## src/rtl/led_disp_pkg.sv

```systemverilog
// rtl/led_disp_pkg.sv - shared types and constants for the LED position display
// Purpose: display state encoding, LED constants and the position-to-pattern helper.
package led_disp_pkg;

    localparam int LED_N = 16;

    typedef enum logic [1:0] {
        IDLE,
        TRACK,
        STALE
    } disp_state_t;

    localparam logic [LED_N-1:0] BLINK_ON  = 16'hFFFF;
    localparam logic [LED_N-1:0] BLINK_OFF = 16'h0000;

    // Dot mode lights only LED idx. Bar mode lights LEDs 0..idx.
    // The bar value is formed in 17 bits so idx=15 yields all ones
    // without overflowing.
    function automatic logic [LED_N-1:0] map_pattern(input logic [3:0] idx,
                                                     input logic       bar);
        logic [LED_N-1:0] pat;
        if (bar) begin
            pat = LED_N'((17'd2 << idx) - 17'd1);
        end else begin
            pat = LED_N'(17'd1 << idx);
        end
        return pat;
    endfunction

endpackage

```

## src/rtl/pos_avg_filter.sv

```systemverilog
// rtl/pos_avg_filter.sv - moving-average filter over position samples
// Purpose: 2^AVG_LOG2-deep moving average with a running sum.
// Ports:
//   clk, rst   clock, asynchronous active-high reset
//   din        input sample
//   din_valid  sample strobe, always accepted
//   prefill    with din_valid: load din into every entry (restart the average)
//   avg        sum >> AVG_LOG2, truncating
//   avg_valid  high once any sample has been accepted since reset
module pos_avg_filter #(
    parameter int DATA_W   = 8,
    parameter int AVG_LOG2 = 2
) (
    input  logic              clk,
    input  logic              rst,
    input  logic [DATA_W-1:0] din,
    input  logic              din_valid,
    input  logic              prefill,
    output logic [DATA_W-1:0] avg,
    output logic              avg_valid
);

    localparam int DEPTH = 1 << AVG_LOG2;
    localparam int SUM_W = DATA_W + AVG_LOG2;

    logic [DATA_W-1:0]   entry_q [DEPTH];
    logic [AVG_LOG2-1:0] wr_ptr;
    logic [SUM_W-1:0]    sum;

    always_ff @(posedge clk or posedge rst) begin
        if (rst) begin
            for (int i = 0; i < DEPTH; i++) begin
                entry_q[i] <= '0;
            end
            wr_ptr    <= '0;
            sum       <= '0;
            avg_valid <= 1'b0;
        end else if (din_valid) begin
            avg_valid <= 1'b1;
            if (prefill) begin
                // A restarted average is seeded entirely with the new sample
                // so early outputs never blend with old or zero entries.
                for (int i = 0; i < DEPTH; i++) begin
                    entry_q[i] <= din;
                end
                sum    <= SUM_W'(din) << AVG_LOG2;
                wr_ptr <= '0;
            end else begin
                // The entry at wr_ptr is the oldest sample in the window.
                entry_q[wr_ptr] <= din;
                sum    <= sum - SUM_W'(entry_q[wr_ptr]) + SUM_W'(din);
                wr_ptr <= wr_ptr + AVG_LOG2'(1);
            end
        end
    end

    assign avg = sum[SUM_W-1:AVG_LOG2];

endmodule

```

## src/rtl/led_position_display.sv

```systemverilog
// rtl/led_position_display.sv - averaged servo position to 16-LED pattern with link supervision
// Purpose: filters position samples, maps them to a dot/bar pattern and blinks
//          all LEDs when samples stop arriving.
// Ports:
//   clk, rst   clock, asynchronous active-high reset
//   pos_data   position sample
//   pos_valid  one-cycle sample strobe, no backpressure
//   mode       0 = dot, 1 = bar
//   led_on     registered LED pattern to the PWM stage
//   link_ok    registered, high while tracking live samples
module led_position_display
    import led_disp_pkg::*;
#(
    parameter int DATA_W         = 8,
    parameter int AVG_LOG2       = 2,
    parameter int TIMEOUT_CYCLES = 50_000_000,
    parameter int BLINK_CYCLES   = 25_000_000
) (
    input  logic              clk,
    input  logic              rst,
    input  logic [DATA_W-1:0] pos_data,
    input  logic              pos_valid,
    input  logic              mode,
    output logic [LED_N-1:0]  led_on,
    output logic              link_ok
);

    localparam int TO_W = (TIMEOUT_CYCLES > 1) ? $clog2(TIMEOUT_CYCLES) : 1;
    localparam int BL_W = (BLINK_CYCLES > 1) ? $clog2(BLINK_CYCLES) : 1;
    localparam logic [TO_W-1:0] TO_LAST = TO_W'(TIMEOUT_CYCLES - 1);
    localparam logic [BL_W-1:0] BL_LAST = BL_W'(BLINK_CYCLES - 1);

    disp_state_t       state;
    logic [TO_W-1:0]   to_cnt;
    logic [BL_W-1:0]   bl_cnt;
    logic              blink_off;
    logic              prefill;
    logic [DATA_W-1:0] avg;
    logic              avg_valid;
    logic [LED_N-1:0]  pattern;

    // Any sample arriving while not tracking restarts the average.
    assign prefill = pos_valid && (state != TRACK);
    assign pattern = map_pattern(avg[DATA_W-1 -: 4], mode);

    pos_avg_filter #(
        .DATA_W   (DATA_W),
        .AVG_LOG2 (AVG_LOG2)
    ) u_filter (
        .clk       (clk),
        .rst       (rst),
        .din       (pos_data),
        .din_valid (pos_valid),
        .prefill   (prefill),
        .avg       (avg),
        .avg_valid (avg_valid)
    );

    always_ff @(posedge clk or posedge rst) begin
        if (rst) begin
            state     <= IDLE;
            to_cnt    <= '0;
            bl_cnt    <= '0;
            blink_off <= 1'b0;
            led_on    <= BLINK_OFF;
            link_ok   <= 1'b0;
        end else begin
            link_ok <= (state == TRACK);
            case (state)
                IDLE: begin
                    led_on <= BLINK_OFF;
                    if (pos_valid) begin
                        state  <= TRACK;
                        to_cnt <= '0;
                    end
                end
                TRACK: begin
                    led_on <= avg_valid ? pattern : BLINK_OFF;
                    // A sample on the expiry cycle keeps the link alive.
                    if (pos_valid) begin
                        to_cnt <= '0;
                    end else if (to_cnt == TO_LAST) begin
                        state     <= STALE;
                        bl_cnt    <= '0;
                        blink_off <= 1'b0;
                    end else begin
                        to_cnt <= to_cnt + TO_W'(1);
                    end
                end
                STALE: begin
                    led_on <= blink_off ? BLINK_OFF : BLINK_ON;
                    if (pos_valid) begin
                        state  <= TRACK;
                        to_cnt <= '0;
                    end else if (bl_cnt == BL_LAST) begin
                        bl_cnt    <= '0;
                        blink_off <= ~blink_off;
                    end else begin
                        bl_cnt <= bl_cnt + BL_W'(1);
                    end
                end
                default: begin
                    state  <= IDLE;
                    led_on <= BLINK_OFF;
                end
            endcase
        end
    end

endmodule

```

## config.mk

```make
export PLATFORM = sky130hd
export DESIGN_NAME = led_position_display
export DESIGN_NICKNAME = d
export VERILOG_FILES = /design/src/rtl/led_disp_pkg.sv /design/src/rtl/pos_avg_filter.sv /design/src/rtl/led_position_display.sv
export SDC_FILE = /design/constraint.sdc
export NUM_CORES = 1
export LEC_CHECK = 0
export ABC_AREA = 1
export BUFFER_PORTS_ARGS = -buffer_cell sky130_fd_sc_hd__buf_2
export CORE_MARGIN = 2
export CORE_UTILIZATION = 57
export DETAILED_ROUTE_END_ITERATION = 16
export PLACE_DENSITY_LB_ADDON = 0.3
export SKIP_CTS_REPAIR_TIMING = 1
export SLEW_MARGIN = 15
export SYNTH_ARGS = -nofsm -noshare
export SYNTH_HDL_FRONTEND = slang
export SYNTH_SLANG_ARGS = --single-unit
```

## constraint.sdc

```tcl
create_clock -name clk -period 3.95 [get_ports clk]
set_input_delay 0.79 -clock clk [delete_from_list [all_inputs] [get_ports clk]]
set_output_delay 0.79 -clock clk [all_outputs]
set_load 0.05 [all_outputs]
```

# == Word-level counts from Yosys, hierarchy flattened ==
# Cells that the tools add are included.
# word_totals
reg_bits,116
latch_bits,0
mem_bits_rw,0
rom_bits,0
in_bits,12
output_inout_bits,17
word_cells,77
n_memories,0
# classes
n_addsub,6
n_mul,0
div,0
n_lt_le_gt_ge,2
eq_ne,11
shift,2
muxes,31
n_bitwise,2
n_reduce_logical,10
# op_table
operator,n
2-to-1 mux 25 bit,4
2-to-1 mux 26 bit,3
case mux 26 bit (2 select lines),1
case mux 25 bit (2 select lines),1
2-to-1 mux 16 bit,3
bitwise mux 32 bit,1
2-to-1 mux 32 bit,1
case mux 16 bit (2 select lines),1
"adder 26 x 1 -> 26 bit, second input constant",1
"== test 26 bit, second input constant",1
"adder 25 x 1 -> 25 bit, second input constant",1
"== test 25 bit, second input constant",1
2-to-1 mux 8 bit,3
binary-select mux 8 bit (select 2 bit),1
demux 8 bit (select 2 bit),1
"<< shifter 1 x 4 -> 16 bit, first input constant",1
"<< shifter 2 x 4 -> 16 bit, first input constant",1
"subtractor 16 x 1 -> 16 bit, second input constant",1
adder 10 x 8 -> 10 bit,1
2-to-1 mux 10 bit,1
subtractor 10 x 8 -> 10 bit,1
2-to-1 mux 2 bit,4
"inequality test 2 x 1 -> 1 bit, second input constant",3
"inequality test 2 bit, second input constant",3
18 further kinds,24

# == Logic depth before layout (Yosys ltp) ==
# depth
depth_word,7
mapped_depth,18
ltp_nobuf,16

# == Cells and area by module ==
# Synthesis repeated with hierarchy kept, for this count alone.
# unflattened
hier_cells,1089
hier_area_um2,7634.8
# modules_own_cells
mod,n_inst,cells_per_inst,area_each_um2,seq_area_each_um2
led_position_display,1,751,4887.2,1776.7
pos_avg_filter,1,338,2747.6,1126.1

# == Worst setup path after synthesis ==
# OpenSTA, ideal clock, no wires.
# synth_path
path_kind,register to register
from,register u_filter.wr_ptr[0]
to,register u_filter.sum[8]
setup_time_ns,0.118
t_arrival_ns,2.624
required_time_ns,3.832
path_slack_ns,1.209
stages_incl_launch_ff,17
path_cell_list,dfrtp_1 -> clkbuf_1 -> inv_1 -> buf_1 -> nor2_1 -> o22ai_1 -> fa_1 -> inv_1 -> fa_1 -> nand2_1 -> nand2_1 -> nand2_1 -> nand2_1 -> nand4_1 -> nand4_1 -> nand3_1 -> nand2_1
# synth_between
elab_chain_cells,7
# synth_lines
item,line,text
"start, declared",pos_avg_filter.sv:27,logic [AVG_LOG2-1:0] wr_ptr;
"start signal, assigned",pos_avg_filter.sv:52,wr_ptr <= wr_ptr + AVG_LOG2'(1);
NOT 2 -> 3 bit (not written as such),pos_avg_filter.sv:51,sum <= sum - SUM_W'(entry_q[wr_ptr]) + SUM_W'(din);
binary-select mux 8 bit (select 2 bit),pos_avg_filter.sv:51,
2-to-1 mux 8 bit (not written as such) (2 in a row),pos_avg_filter.sv:51,
subtractor 10 x 8 -> 10 bit,pos_avg_filter.sv:51,
adder 10 x 8 -> 10 bit,pos_avg_filter.sv:51,
2-to-1 mux 10 bit,pos_avg_filter.sv:40,if (prefill) begin
"end signal, assigned",pos_avg_filter.sv:46,sum <= SUM_W'(din) << AVG_LOG2;
"end signal, assigned",pos_avg_filter.sv:51,
"end, declared",pos_avg_filter.sv:28,logic [SUM_W-1:0] sum;
# Every way passes these cells. The select of a mux whose other input is x is not followed.
# A chain may end at the register's enable or synchronous reset.

# == Worst setup path after layout ==
# layout_path
from,register u_filter.wr_ptr[0]
to,register u_filter.sum[7]
# The elaborated chain is that of the path after synthesis.

==> results_dict.tcl <==
set metrics [dict create \
    outcome "finished, final reports clean" \
    wire_per_inst_um 14.1 \
    htreeDepth 4 \
    startpoint "u_filter.wr_ptr[0]" \
    grt_overflow 0 \
    finalHoldViolations 0 \
    clk_path_buf_depth 2 \
    fp.dieW_um 119 \
    ys_warn_count 0 \
    cap_violations 0 \
    met1_usage_pct 36.6 \
    synth-edff-count 0 \
    synth_cell_type_count 42 \
    seqCellArea_um2 2900 \
    io_pins 29 \
    worst_setup_path_end_kind "register" \
    rsz0062_at_grt "no" \
    dp_cells 1249 \
    hold_path_startpoint "u_filter.entry_q[11]" \
    fillers 1147 \
    final_cells 1281 \
    synth_area_um2 7550 \
    grt_pass1_vias 6608 \
    num_rows 42 \
    grt_max_degree 68 \
    start_util_pct 57.7 \
    cp_max_fo 21 \
    io_buffers 28 \
    syn_nets 1111 \
    max_freq_ghz 0.311 \
    die_area_um2 14200 \
    slew_headroom_pct 27.8 \
    worst_pin_slew_ps 1080 \
    synthCells 1070 \
    syn2layout_area_growth_pct 10.9 \
    synth-seq-area-share_pct 38.5 \
    gr-usage-met2_pct 42.7 \
    ir_drop_mv 0.356 \
    period_share_pct 81.5 \
    p_leak_nw 3.86 \
    numCtsBuffers 17 \
    async_flop_share_pct 100 \
    skew_ps 8.71 \
    finalCriticalPeriod_ps 3220 \
    multi_input_area_um2 4010 \
    r2r-start "u_filter.wr_ptr[0]" \
    layout_common_cells "313 x nand2_1, 139 x nor2_1, 116 x inv_1, 116 x dfrtp_1, 94 x o21ai_0" \
    p_per_area_nw_per_um2 700 \
    final_common_cell "nand2_1" \
    path_clk_slew_ps 60 \
    startpoint_type "register" \
    cts_root_buf "clkbuf_16" \
    insertion_delay_ps 430 \
    min_path_type "register to register" \
    viasPerCell 5.50 \
    busiest_layer "met2" \
    finalSetupTns_ps 0 \
    gp_congestion 0.943 \
    die_h_um 119 \
    ys_ff_latch 116 \
    dr.pass1.iters 5 \
    nets 1133 \
    drt-initial-drc-count 991 \
    ys.flop_type "dfrtp_1" \
    drc_errors 0 \
    final_antenna_net_count 0 \
    cts_tree "done" \
    drv_slew 0 \
    antenna_found_initial 0 \
    dp_hpwl_mm 12.7 \
    worst_ep_arrival_time_ps 3520 \
    critPathRequiredTime_ps 4250 \
    crit_type "register to register" \
    syn_avg_cell_area_um2 7.05 \
    total_power_mw 5.86 \
    groute.usage.overall_pct 27.0 \
    final_layout_size_suffix_gt1_share_pct 9.14 \
    grt_pass1_wl_mm 31.2 \
    vias 7049 \
    wirelength_mm 18.0 \
    antenna_cells 0 \
    cts_sinks 116 \
    setup_viol 0 \
    grt_use_met3_pct 5.75 \
    design.core.area_um2 13100 \
]
per-layer routing:
metal  vias up  routed length, um
met2       250               8390
met4         0                332
met1      3250               8310
li1       3509                  -
met5         -                  0
met3        40                985
synth_stat cells (2+ instances only):
library cell,instances,area (um^2)
fa_1,8,160
buf_6,5,56.3
a21o_1,2,15.0
buf_4,4,30.0
inv_1,117,439
nand2_1,313,1170
nand4_1,29,181
o22ai_1,8,50.1
inv_2,2,7.51
o21ai_1,7,35.0
xor2_1,16,140
or2_2,5,31.3
a21oi_1,22,110
o21a_1,2,15.0
o21ai_0,94,470
o21bai_1,3,22.5
nand2_2,3,18.8
xnor2_1,2,17.5
nor2_2,4,25.0
nor3_1,13,65.1
ha_1,21,263
nand3_1,73,365
dfrtp_1,116,2900
clkbuf_1,13,48.8
nor4_1,2,12.5
nand3b_1,4,30.0
clkinv_1,4,15.0
o21ai_2,17,149
o221ai_1,6,52.6
buf_2,5,25.0
nor2_1,139,522
critical path, stage by stage (launching register included):
cell and delay, ps:
dfrtp_1 700, inv_1 380, o21ai_0 250, o22ai_1 110, fa_1 480, inv_1 40
ha_1 340, nand2_1 90, nor2_1 140, nand2_1 70, nand3_1 110, nand3_1 110
nand2_1 80, nand2_1 50, nand3_1 60, nand3_1 70
flip-flops by register name, summed over array words and instances (netlist names):
register and count:
state 2, u_filter.sum 10, link_ok 1, u_filter.entry_q 32, bl_cnt 25, to_cnt 26, u_filter.wr_ptr 2, led_on 16
blink_off 1, u_filter.avg_valid 1
kinds of logic (layout without fill, tap and decap cells):
group | count (synthesis) | in the layout | synth area share (%)
AOI/OAI and AO/OA | 164 | 164 | 12.5
xor gates and xnor gates | 18 | 18 | 2.09
adders and majority gates | 29 | 29 | 5.60
buffers and inverters | 153 | 188 | 8.44
DFF | 116 | 116 | 38.5
and+or+nand+nor | 590 | 590 | 32.9
per-stage QoR:
| step | hold slack, ps | cell area (um^2) | worst slack [ps] | util, % |
|---|---|---|---|---|
| 6_report | 487 | 8370 | 730 | 63.9 |
| 5_1_grt | 495 | 8370 | 383 | 63.9 |
| 4_1_cts | 488 | 8370 | 784 | 63.9 |
| 3_5_place_dp | 469 | 7780 | 798 | 59.5 |
| 3_3_place_gp | 449 | 7780 | 934 | 59.5 |
| 2_1_floorplan | 437 | 7550 | 87.6 | - |
area by class of cell:
cell class	count	share of cell area [%]
clock buffers	18	5.25
well taps	176	2.63
inverters	124	5.62
flip-flops and latches	116	34.7
clock inverters	14	1.73
repair buffers	32	2.18
multi-input cells	801	47.9
worst paths after layout:
kind	to	slack, ps	cells after the start
worst max-delay path	u_filter.sum[7]	730	15
worst min-delay path	u_filter.entry_q[11]	490	2
worst max register to register	u_filter.sum[7]	730	15
worst min register to register	u_filter.entry_q[11]	490	2
max in group asynchronous	to_cnt[2]	2630	3
min in group asynchronous	bl_cnt[8]	540	2
report_power, final:
group / switching (mW) / internal, mW / total (mW)
logic: 1.82 / 0.879 / 2.70
clock network: 0.614 / 0.901 / 1.51
registers: 0.205 / 1.44 / 1.64
total: 2.64 / 3.22 / 5.86
Power figures use the tool's default switching activity.
